File: src/rtl/mdu_sequencer.sv
// mdu_sequencer: multi-cycle multiply/divide unit with HI/LO registers.
//
// Decodes R-type MULT/MULTU/DIV/DIVU/MFHI/MFLO/MTHI/MTLO directly from op/func and runs a
// WIDTH-iteration shift-add multiplier / restoring divider. While an operation is in flight
// o_stall is raised so the top level can gate the controller/PC enable.
//
// Ports:
//   i_clk       rising-edge clock
//   i_reset     asynchronous, active-high reset
//   i_enable    global run enable (pre-stall); 0 freezes all state
//   i_op        instruction opcode
//   i_func      instruction func field
//   i_rs_val    rs value (dividend / multiplicand / MTHI,MTLO data)
//   i_rt_val    rt value (divisor / multiplier)
//   o_stall     1 = hold PC/instruction
//   o_hilo_out  HI when func==MFHI, else LO (combinational)
//   o_busy      engine is iterating or fixing up a result
module mdu_sequencer #(
    parameter int unsigned WIDTH = 32
) (
    input  logic             i_clk,
    input  logic             i_reset,
    input  logic             i_enable,
    input  logic [5:0]       i_op,
    input  logic [5:0]       i_func,
    input  logic [WIDTH-1:0] i_rs_val,
    input  logic [WIDTH-1:0] i_rt_val,
    output logic             o_stall,
    output logic [WIDTH-1:0] o_hilo_out,
    output logic             o_busy
);

    localparam int unsigned CntW = (WIDTH > 1) ? $clog2(WIDTH) : 1;

    localparam logic [5:0] FnMfhi  = 6'b010000;
    localparam logic [5:0] FnMthi  = 6'b010001;
    localparam logic [5:0] FnMflo  = 6'b010010;
    localparam logic [5:0] FnMtlo  = 6'b010011;
    localparam logic [5:0] FnMult  = 6'b011000;
    localparam logic [5:0] FnMultu = 6'b011001;
    localparam logic [5:0] FnDiv   = 6'b011010;
    localparam logic [5:0] FnDivu  = 6'b011011;

    typedef enum logic [1:0] {
        StIdle,
        StIter,
        StFix,
        StDone
    } state_e;

    state_e             r_state;
    logic [CntW-1:0]    r_cnt;
    logic [2*WIDTH-1:0] r_acc;     // mult: {partial product, multiplier}; div: {rem, dividend/quotient}
    logic [WIDTH-1:0]   r_opd;     // multiplicand or divisor magnitude
    logic               r_is_div;
    logic               r_neg_rs;
    logic               r_neg_rt;
    logic               r_dvz;
    logic [WIDTH-1:0]   r_hi;
    logic [WIDTH-1:0]   r_lo;
    logic               r_stall;

    // Decode
    logic w_op_rtype;
    logic w_dec_md;
    logic w_dec_signed;
    logic w_dec_div;
    logic w_stall_live;

    assign w_op_rtype   = (i_op == 6'd0);
    assign w_dec_md     = w_op_rtype &&
                          (i_func == FnMult || i_func == FnMultu ||
                           i_func == FnDiv  || i_func == FnDivu);
    assign w_dec_signed = ~i_func[0];
    assign w_dec_div    = i_func[1];

    // Operand magnitudes for the issue cycle
    logic             w_rs_neg;
    logic             w_rt_neg;
    logic [WIDTH-1:0] w_rs_mag;
    logic [WIDTH-1:0] w_rt_mag;

    assign w_rs_neg = w_dec_signed & i_rs_val[WIDTH-1];
    assign w_rt_neg = w_dec_signed & i_rt_val[WIDTH-1];
    assign w_rs_mag = w_rs_neg ? -i_rs_val : i_rs_val;
    assign w_rt_mag = w_rt_neg ? -i_rt_val : i_rt_val;

    // Multiply step: add multiplicand if lsb set, then shift the whole accumulator right
    logic [WIDTH:0]     w_addend;
    logic [WIDTH:0]     w_add_sum;
    logic [2*WIDTH-1:0] w_mul_next;

    assign w_addend   = r_acc[0] ? {1'b0, r_opd} : '0;
    assign w_add_sum  = {1'b0, r_acc[2*WIDTH-1:WIDTH]} + w_addend;
    assign w_mul_next = {w_add_sum, r_acc[WIDTH-1:1]};

    // Restoring divide step: shift next dividend bit into remainder, trial-subtract divisor
    logic [WIDTH:0]     w_shift;
    logic [WIDTH:0]     w_trial;
    logic [2*WIDTH-1:0] w_div_next;

    assign w_shift    = {r_acc[2*WIDTH-1:WIDTH], r_acc[WIDTH-1]};
    assign w_trial    = w_shift - {1'b0, r_opd};
    assign w_div_next = w_trial[WIDTH] ? {w_shift[WIDTH-1:0], r_acc[WIDTH-2:0], 1'b0}
                                       : {w_trial[WIDTH-1:0], r_acc[WIDTH-2:0], 1'b1};

    // Sign fix-up
    logic               w_neg_res;
    logic [2*WIDTH-1:0] w_prod_fix;
    logic [WIDTH-1:0]   w_quo_fix;
    logic [WIDTH-1:0]   w_rem_fix;

    assign w_neg_res  = r_neg_rs ^ r_neg_rt;
    assign w_prod_fix = w_neg_res ? -r_acc : r_acc;
    assign w_quo_fix  = w_neg_res ? -r_acc[WIDTH-1:0] : r_acc[WIDTH-1:0];
    assign w_rem_fix  = r_neg_rs ? -r_acc[2*WIDTH-1:WIDTH] : r_acc[2*WIDTH-1:WIDTH];

    assign w_stall_live = (r_state == StIter) || (r_state == StFix) ||
                          ((r_state == StIdle) && w_dec_md);

    // While frozen, stall holds the value it had at the last enabled edge
    assign o_stall    = i_reset ? 1'b0 : (i_enable ? w_stall_live : r_stall);
    assign o_busy     = (r_state == StIter) || (r_state == StFix);
    assign o_hilo_out = (i_func == FnMfhi) ? r_hi : r_lo;

    always_ff @(posedge i_clk or posedge i_reset) begin
        if (i_reset) begin
            r_state  <= StIdle;
            r_cnt    <= '0;
            r_acc    <= '0;
            r_opd    <= '0;
            r_is_div <= 1'b0;
            r_neg_rs <= 1'b0;
            r_neg_rt <= 1'b0;
            r_dvz    <= 1'b0;
            r_hi     <= '0;
            r_lo     <= '0;
            r_stall  <= 1'b0;
        end else if (i_enable) begin
            r_stall <= w_stall_live;
            case (r_state)
                StIdle: begin
                    if (w_dec_md) begin
                        r_is_div <= w_dec_div;
                        r_neg_rs <= w_rs_neg;
                        r_neg_rt <= w_rt_neg;
                        r_dvz    <= (i_rt_val == '0);
                        r_opd    <= w_dec_div ? w_rt_mag : w_rs_mag;
                        r_acc    <= {{WIDTH{1'b0}}, (w_dec_div ? w_rs_mag : w_rt_mag)};
                        r_cnt    <= '0;
                        r_state  <= StIter;
                    end else if (w_op_rtype && i_func == FnMthi) begin
                        r_hi <= i_rs_val;
                    end else if (w_op_rtype && i_func == FnMtlo) begin
                        r_lo <= i_rs_val;
                    end
                end
                StIter: begin
                    r_acc <= r_is_div ? w_div_next : w_mul_next;
                    r_cnt <= r_cnt + CntW'(1);
                    if (r_cnt == CntW'(WIDTH - 1)) begin
                        r_state <= StFix;
                    end
                end
                StFix: begin
                    if (r_is_div) begin
                        // A zero divisor never fails the trial subtract, so the remainder
                        // ends up as |rs| and the sign fix restores the raw dividend.
                        r_hi <= w_rem_fix;
                        r_lo <= r_dvz ? {WIDTH{1'b1}} : w_quo_fix;
                    end else begin
                        r_hi <= w_prod_fix[2*WIDTH-1:WIDTH];
                        r_lo <= w_prod_fix[WIDTH-1:0];
                    end
                    r_state <= StDone;
                end
                StDone: begin
                    r_state <= StIdle;
                end
                default: begin
                    r_state <= StIdle;
                end
            endcase
        end
    end

endmodule
File: config.mk
export PLATFORM = sky130hd
export DESIGN_NAME = mdu_sequencer
export DESIGN_NICKNAME = d
export VERILOG_FILES = /design/src/rtl/mdu_sequencer.sv
export SDC_FILE = /design/constraint.sdc
export NUM_CORES = 1
export LEC_CHECK = 0
export CAP_MARGIN = 20
export CORE_MARGIN = 4
export CORE_UTILIZATION = 41
export CTS_CLUSTER_DIAMETER = 200
export DETAILED_ROUTE_END_ITERATION = 10
export PLACE_DENSITY = 0.65
export RECOVER_POWER = 25
export SLEW_MARGIN = 20
export SYNTH_ARGS = -nofsm -noshare
export SYNTH_HDL_FRONTEND = slang
export SYNTH_SLANG_ARGS = --single-unit
File: constraint.sdc
create_clock -name i_clk -period 7.9 [get_ports i_clk]
set_clock_uncertainty 0.05 [all_clocks]
set_input_delay 1.58 -clock i_clk [delete_from_list [all_inputs] [get_ports i_clk]]
set_output_delay 1.58 -clock i_clk [all_outputs]
set_load 0.005 [all_outputs]
Yosys cells after proc, flatten, opt, wreduce, memory -nomap -nowiden

Cells that the tools add are included.

Bits of input ports: 79
Output and inout port bits: 34
Bits in registers: 172
Logic and storage cells: 89

Muxes and demuxes: 30
Add/sub/neg operators: 8
Reductions and logical operators: 19
Bitwise operators: 4
Equality and inequality tests: 17

Operators with widths:

| kind                  | count |
|---|---|
| $mux W32              | 16 |
| $mux W64              | 4 |
| $neg A32 Y32          | 4 |
| $pmux W32 S2          | 2 |
| $pmux W64 S2          | 1 |
| $neg A64 Y64          | 1 |
| $eq A6 B5 Y1 const B  | 7 |
| $add A32 B32 Y33      | 1 |
| $sub A33 B32 Y33      | 1 |
| $logic_not A32 Y1     | 1 |
| $pmux W5 S2           | 1 |
| $reduce_and A3 Y1     | 3 |
| $pmux W2 S4           | 1 |
| $logic_not A6 Y1      | 1 |
| $ne A2 B1 Y1 const B  | 3 |
| $ne A2 B2 Y1 const B  | 3 |
| $add A5 B1 Y5 const B | 1 |
| $eq A5 B5 Y1 const B  | 1 |
| $logic_or A1 B1 Y1    | 5 |
| $mux W5               | 1 |
| $reduce_and A5 Y1     | 1 |
| $eq A2 B2 Y1 const B  | 2 |
| $logic_and A1 B1 Y1   | 4 |
| $mux W2               | 2 |
| 8 further kinds       | 11 |

Longest topological paths before layout

Gate-level depths: netlist of run 1.

Depth in word-level cells: 9
Mapped depth: 15

Least setup slack after synthesis of run 1

OpenSTA, ideal clock, no wires.

Kind: in2out
From: input port i_reset
To: output port o_stall
Slack: 0.692 ns
Arrival: 5.578 ns
Stages on the path: 2
Buffers on the path: 0
Cell sequence: inv_1 -> and2_1

Longest elaborated chain between the ends: 1

RTL lines:

| item            | line | source |
|---|---|---|
| start, declared | 22   | `input logic i_reset,` |
| $mux W1         | 122  | `assign o_stall = i_reset ? 1'b0 : (i_enable ? w_stall_live : r_stall);` |
| end, declared   | 28   | `output logic o_stall,` |

No other way between the ends.

==> results of run 1 <==
[through the flow]
stage          cell area [um^2]  worst slack [ns]  utilization, %
2_1_floorplan             15200             0.692               -
3_3_place_gp              16600              2.32            45.5
3_5_place_dp              16600              2.30            45.5
4_1_cts                   17200              2.30            47.1
5_1_grt                   17300              1.55            47.2
6_report                  17300              2.25            47.2
[flip-flops by register name, indices dropped and copies added (netlist names)]
name	flops
r_acc	64
r_opd	32
r_neg_rt	1
r_dvz	1
r_hi	32
r_stall	1
r_is_div	1
r_state	2
r_cnt	5
r_neg_rs	1
r_lo	32
[where the power goes]
group          internal (mW)  total (mW)  switching [mW]
clock network          0.430       0.878           0.448
registers               1.16        1.62           0.454
logic                   1.44        3.37            1.92
total                   3.03        5.86            2.83
[worst max-delay path: cells and delay by family]
kind     cells  cell delay [ns]
buf+inv      4             4.35
[final cells by class]
cell class,instances,area [um^2]
Fill cell,3606,19300
Multi-Input combinational cell,1590,10200
Sequential cell,172,4310
Timing Repair Buffer,130,1250
Tap cell,468,586
Clock buffer,17,425
Inverter,71,272
Clock inverter,15,175
Antenna cell,2,5.00
[layer usage]
metal	GRT usage [%]	vias up	wire (um)
met5	0	-	0
met4	5.80	0	1140
met3	3.39	67	4190
met2	38.0	654	22700
met1	38.8	6997	25200
li1	-	7062	-
[kinds of logic (layout without fill, tap and decap cells)]
| group | Yosys count | after routing | share of synthesized area [%] |
|---|---|---|---|
| other | 0 | 2 | 0 |
| xor gates and xnor gates | 169 | 169 | 9.74 |
| and+or+nand+nor | 622 | 622 | 19.1 |
| adders and majority gates | 75 | 75 | 6.27 |
| DFF | 172 | 172 | 28.3 |
| buffers and inverters | 183 | 233 | 4.68 |
| AOI/OAI and AO/OA | 632 | 632 | 25.3 |
| muxes | 92 | 92 | 6.52 |
[worst min path at each step]
stage,startpoint,end,slack (ns),depth (start not counted)
2_1_floorplan,r_lo[0],r_lo[0],0.39,2
5_1_grt,r_lo[24],r_lo[24],0.45,2
6_report,r_hi[30],r_hi[30],0.43,2
3_5_place_dp,r_lo[10],r_lo[10],0.42,2
3_3_place_gp,r_lo[14],r_lo[14],0.41,2
4_1_cts,r_hi[22],r_hi[22],0.43,2
[cell usage in the layout (no fill, tap or decap), types with 36 or more instances in the layout]
cell / count
mux2i_1: 36
xor2_1: 76
dfrtp_1: 171
a21oi_1: 191
nor3_1: 41
clkdlybuf4s50_1: 110
xnor2_1: 91
inv_1: 68
mux2_2: 54
nand2_1: 203
ha_1: 72
nor2_1: 208
o21ai_1: 57
o21ai_0: 149
==> summary.txt, run 1 <==
root buf cell: clkbuf_16
row cnt: 70
Die Wd: 201 um
Reg clk slew, reported paths: 0.08 ns
Seq/Total Area, Yosys: 28.3%
total grt overflow: 0
end point of the critical path: r_is_div
CTS Buf Count: 17
area share of the largest cell type after synthesis: 28.3%
worst vdd ir: 0.180 mV
Post-Syn Nets: 2099
Worst Setup End Kind: asynchronous set/reset pin
Reg2Reg Depth: 14
number of hold buffers added after CTS: 0
ys flop type: dfrtp_1
Critical Path Start Type: input port
Period minus WS final: 5.65 ns
CP max FO: 61
outcome: finished, violations left
RSZ-0062 raised after global routing: no
FF-to-FF Start: r_acc[0]
largest stage delay on the critical path: 2.41 ns
Hold Vio Cnt, Final: 0
leak pwr: 7.35 nW
CTS Buffer Depth: 2
Worst Hold Slack: 0.434 ns
syn_area_per_cell: 7.82 um^2
pwr dens: 339 nW/um^2
CP Cell Sequence: dlygate4sd3_1 > inv_6 > clkbuf_1 > buf_4
top-count cell post-synth: nor2_1
Total GRT Usage: 25.4%
Avg WL per Cell: 21.6 um
largest net degree at the start of global routing: 111
failing checks: capacitance limit, slew limit
die area: 40200 um^2
slowest stage cell, crit path: clkbuf_1
port bufs: 112
Reg-to-Reg End: r_acc[56]
Via Count: 14800
1st-pass router iterations: 8
first-pass GRT wire length: 81.8 mm
Core Area: 36600 um^2
Post-CTS Resized: 0
drt initial violations: 1734
Slew Viols, Final: 57
Worst Path Required: 8.28 ns
crit path DAT: 6.03 ns
Inst Count DP: 2430
Residual DRC: 0
GP Congestion: 0.949
top cells by count, synth: 209 x nor2_1, 205 x nand2_1, 191 x a21oi_1
Setup TNS: 0 ns
Async S/R FF share, synth: 100%
Layout Cells excl Fill: 2465
Routed Antenna Nets: 0
number of max-cap violations: 1
Via density: 6.00
postcts setup bufs: 0
Worst slew margin: -125%
cell taking the most area after synthesis: dfrtp_1
Worst Hold Class: register to register
fin nets: 2136
YS warnings: 0
crit share post-route: 71.5%
DIE HEIGHT: 201 um
Clk Latency, worst-skew pair: 0.45 ns
crit path launch: i_reset
Cells after Synth: 1945
Area Overhead vs Synth: 13.6%
initial antenna violation count: 0
share of layout cells above drive strength 1: 7.82%
initial core utilization: 41.5%
# H-tree levels: 4
DPL Wire Length: 41.0 mm
number of global-route vias before repair: 13600
synthesized area: 15200 um^2
Pwr Total: 5.86 mW
EDFF count, synth: 0
synthesis-stage register bit count: 172
CP Class: input port to asynchronous set/reset pin
IO Count: 113
top post-synthesis cells by area: dfrtp_1 28%, a21oi_1 6.3%, ha_1 6.0%
clock sink total: 172
Yosys cell types: 84
FMAX: 177 MHz
endpoints failing setup: 0
CTS tree: done
worst-margin pin slew: 3.37 ns
WL final: 53.3 mm
Worst R2R Setup Slack: 3.37 ns
(Power assumes the default switching activity.)
==> inputs of run 2 (changes only) <==
- clock period: 7.9 -> 5.6 ns (I/O delays scaled with it)
==> run 2 against run 1 <==
Clock-buffer cell count stayed put. Largest cell class unchanged. First-iteration DRC count is 12% lower. Sequential power up 42%. Clock power up 36%. Setup slack got worse by 1.4 ns. Register-to-register slack lost 1.9 ns. The flow still finishes with violations (capacitance limit, slew limit). Non-clock buffer count increased by 8.
==> summary.txt, run 2 (synthesis results as in run 1) <==
met1 usage: 37.6% (-1.3 points)
GP Congestion: 0.998 (+5.2%)
Reg2Reg Depth: 13 (-1)
outcome: finished, violations left
failing checks: capacitance limit, slew limit
Net Sw Frac: 48.0% (-0.21 points)
Critical Path Start Type: input port
setup slack after layout: 0.854 ns (-1.40 ns)
share of layout cells above drive strength 1: 8.19% (+0.37 points)
Logic pwr share: 57.6% (about the same)
crit path DAT: 3.58 ns (-2.45 ns)
crit share post-route: 84.8%
number of hold buffers added after CTS: 0 (unchanged)
Top Usage Layer GRT: met2
number of global-route vias before repair: 14000 (+2.9%)
max reg flops: 64 (unchanged)
CTS Buf Count: 17 (unchanged)
Flop pwr share: 27.9% (+0.3 points)
number of max-cap violations: 1 (unchanged)
port bufs: 112 (unchanged)
root buf cell: clkbuf_16
# H-tree levels: 4 (unchanged)
Slew Viols, Final: 173 (+200%)
Avg WL per Cell: 21.7 um (+0.25%)
total grt overflow: 0 (unchanged)
drt initial violations: 1519 (-12%)
Psw: 3.96 mW (+40%)
FF-to-FF Start: r_acc[0]
Residual DRC: 0 (unchanged)
Hold Crit Start: r_lo[8]
pwr dens: 476 nW/um^2 (+40%)
fin nets: 2144 (+0.37%)
DPL Wire Length: 40.8 mm (-0.46%)
CP Class: input port to output port
most frequent cells in the layout: 208 x nor2_1, 204 x nand2_1, 191 x a21oi_1, 171 x dfrtp_1, 149 x o21ai_0
largest net degree at the start of global routing: 173 (+56%)
1st-pass router iterations: 6 (-2)
Core Area: 36600 um^2 (unchanged)
Clk Latency, worst-skew pair: 0.44 ns (about the same)
Hold Vio Cnt, Final: 0 (unchanged)
WL final: 53.5 mm (+0.53%)
initial core utilization: 41.5% (unchanged)
CTS Buffer Depth: 2 (unchanged)
Clock power frac: 14.5% (-0.5 points)
first-pass GRT wire length: 82.5 mm (+0.95%)
Die Wd: 201 um (unchanged)
met2 GRT Util: 39.1% (+1.1 points)
row cnt: 70 (unchanged)
most common cell after layout, fill and taps aside: nor2_1
dpl cell area: 16700 um^2 (+0.53%)
Total GRT Usage: 25.5% (+0.18 points)
Period minus WS final: 4.75 ns
Pint: 4.28 mW (+41%)
Routed Antenna Nets: 0 (unchanged)
crit path launch: i_func[4]
worst vdd ir: 0.198 mV (+10%)
Pwr Total: 8.24 mW (+41%)
Via Count: 14800 (+0.43%)
register name with the most flops: r_acc
postcts setup bufs: 0 (unchanged)
Final Instance Area: 17300 um^2 (+0.15%)
initial antenna violation count: 0 (unchanged)
die area: 40200 um^2 (unchanged)
Setup TNS: 0 ns (unchanged)
Area Overhead vs Synth: 13.8%
Reg clk slew, reported paths: 0.07 ns (about the same)
Worst Hold Class: register to register
IO Count: 113 (unchanged)
fin util: 47.2% (+0.072 points)
Worst slew margin: -61.2% (+64 points)
Worst Setup End Kind: output port
met3 global-route usage: 4.46% (+1.1 points)
Via density: 6.00 (+0.15%)
FMAX: 211 MHz
worst-margin pin slew: 2.42 ns (-0.955 ns)
CTS tree: done
hold path depth: 2 (unchanged)
pre-CTS WS: 0.877 ns (-1.43 ns)
clock sink total: 172 (unchanged)
Post-CTS Resized: 0 (unchanged)
CP max FO: 4 (-93%)
DIE HEIGHT: 201 um (unchanged)
Worst Path Required: 4.43 ns (-3.85 ns)
endpoints failing setup: 0 (unchanged)
RSZ-0062 raised after global routing: no
leak pwr: 7.37 nW (+0.36%)
run 2: cell types whose count changed in the layout (fill, tap and decap cells not counted), sizes merged:
cell	before	now
buf	18	26
clkinv	7	5
clkinvlp	1	3
diode	2	1
run 2: cell type report:
class / count / area (um^2)
fillers: 3606 / 19300
multi-input cells: 1590 / 10200
flip-flops and latches: 172 / 4310
repair buffers: 138 / 1330
well taps: 468 / 586
clock buffers: 17 / 425
inverters: 71 / 268
clock inverters: 15 / 145
diodes: 1 / 2.50
run 2: worst max-delay path, cell delays in order:
cell	delay, ns
clkdlybuf4s50_1	0.46
or3b_2	0.47
nor4_2	0.39
and3_1	0.27
nor2_1	0.06
a21oi_1	0.17
and2_1	0.14
clkdlybuf4s50_1	0.50
run 2: worst paths after layout:
path / to / slack, ns
setup / recovery: o_stall / 0.85
hold / removal: r_lo[8] / 0.43
setup reg to reg: r_acc[63] / 1.43
hold reg to reg: r_lo[8] / 0.43
max in group asynchronous: r_is_div / 1.68
min in group asynchronous: r_acc[8] / 2.19
run 2: metal layers:
metal  wire [um]  share of wire [%]
met4        1200                2.2
met5           0                  0
met1       24900                 46
met3        4150                7.7
met2       23300                 44
run 2: through the flow:
stage	std cells	hold slack (ns)
4_1_cts	2471	0.438
5_1_grt	2471	0.448
6_report	2472	0.434
2_1_floorplan	1945	0.394
3_3_place_gp	2439	0.413
3_5_place_dp	2439	0.419
run 2: power by group through the flow:
| stage | Sequential, mW | Clock (mW) | Combinational (mW) |
|---|---|---|---|
| 2_1_floorplan | 1.96 | 0 | 3.52 |
| 3_3_place_gp | 2.28 | 0 | 4.59 |
| 3_5_place_dp | 2.29 | 0 | 4.66 |
| 4_1_cts | 2.26 | 1.20 | 4.69 |
| 5_1_grt | 2.33 | 1.26 | 5.22 |
| 6_report | 2.30 | 1.19 | 4.75 |
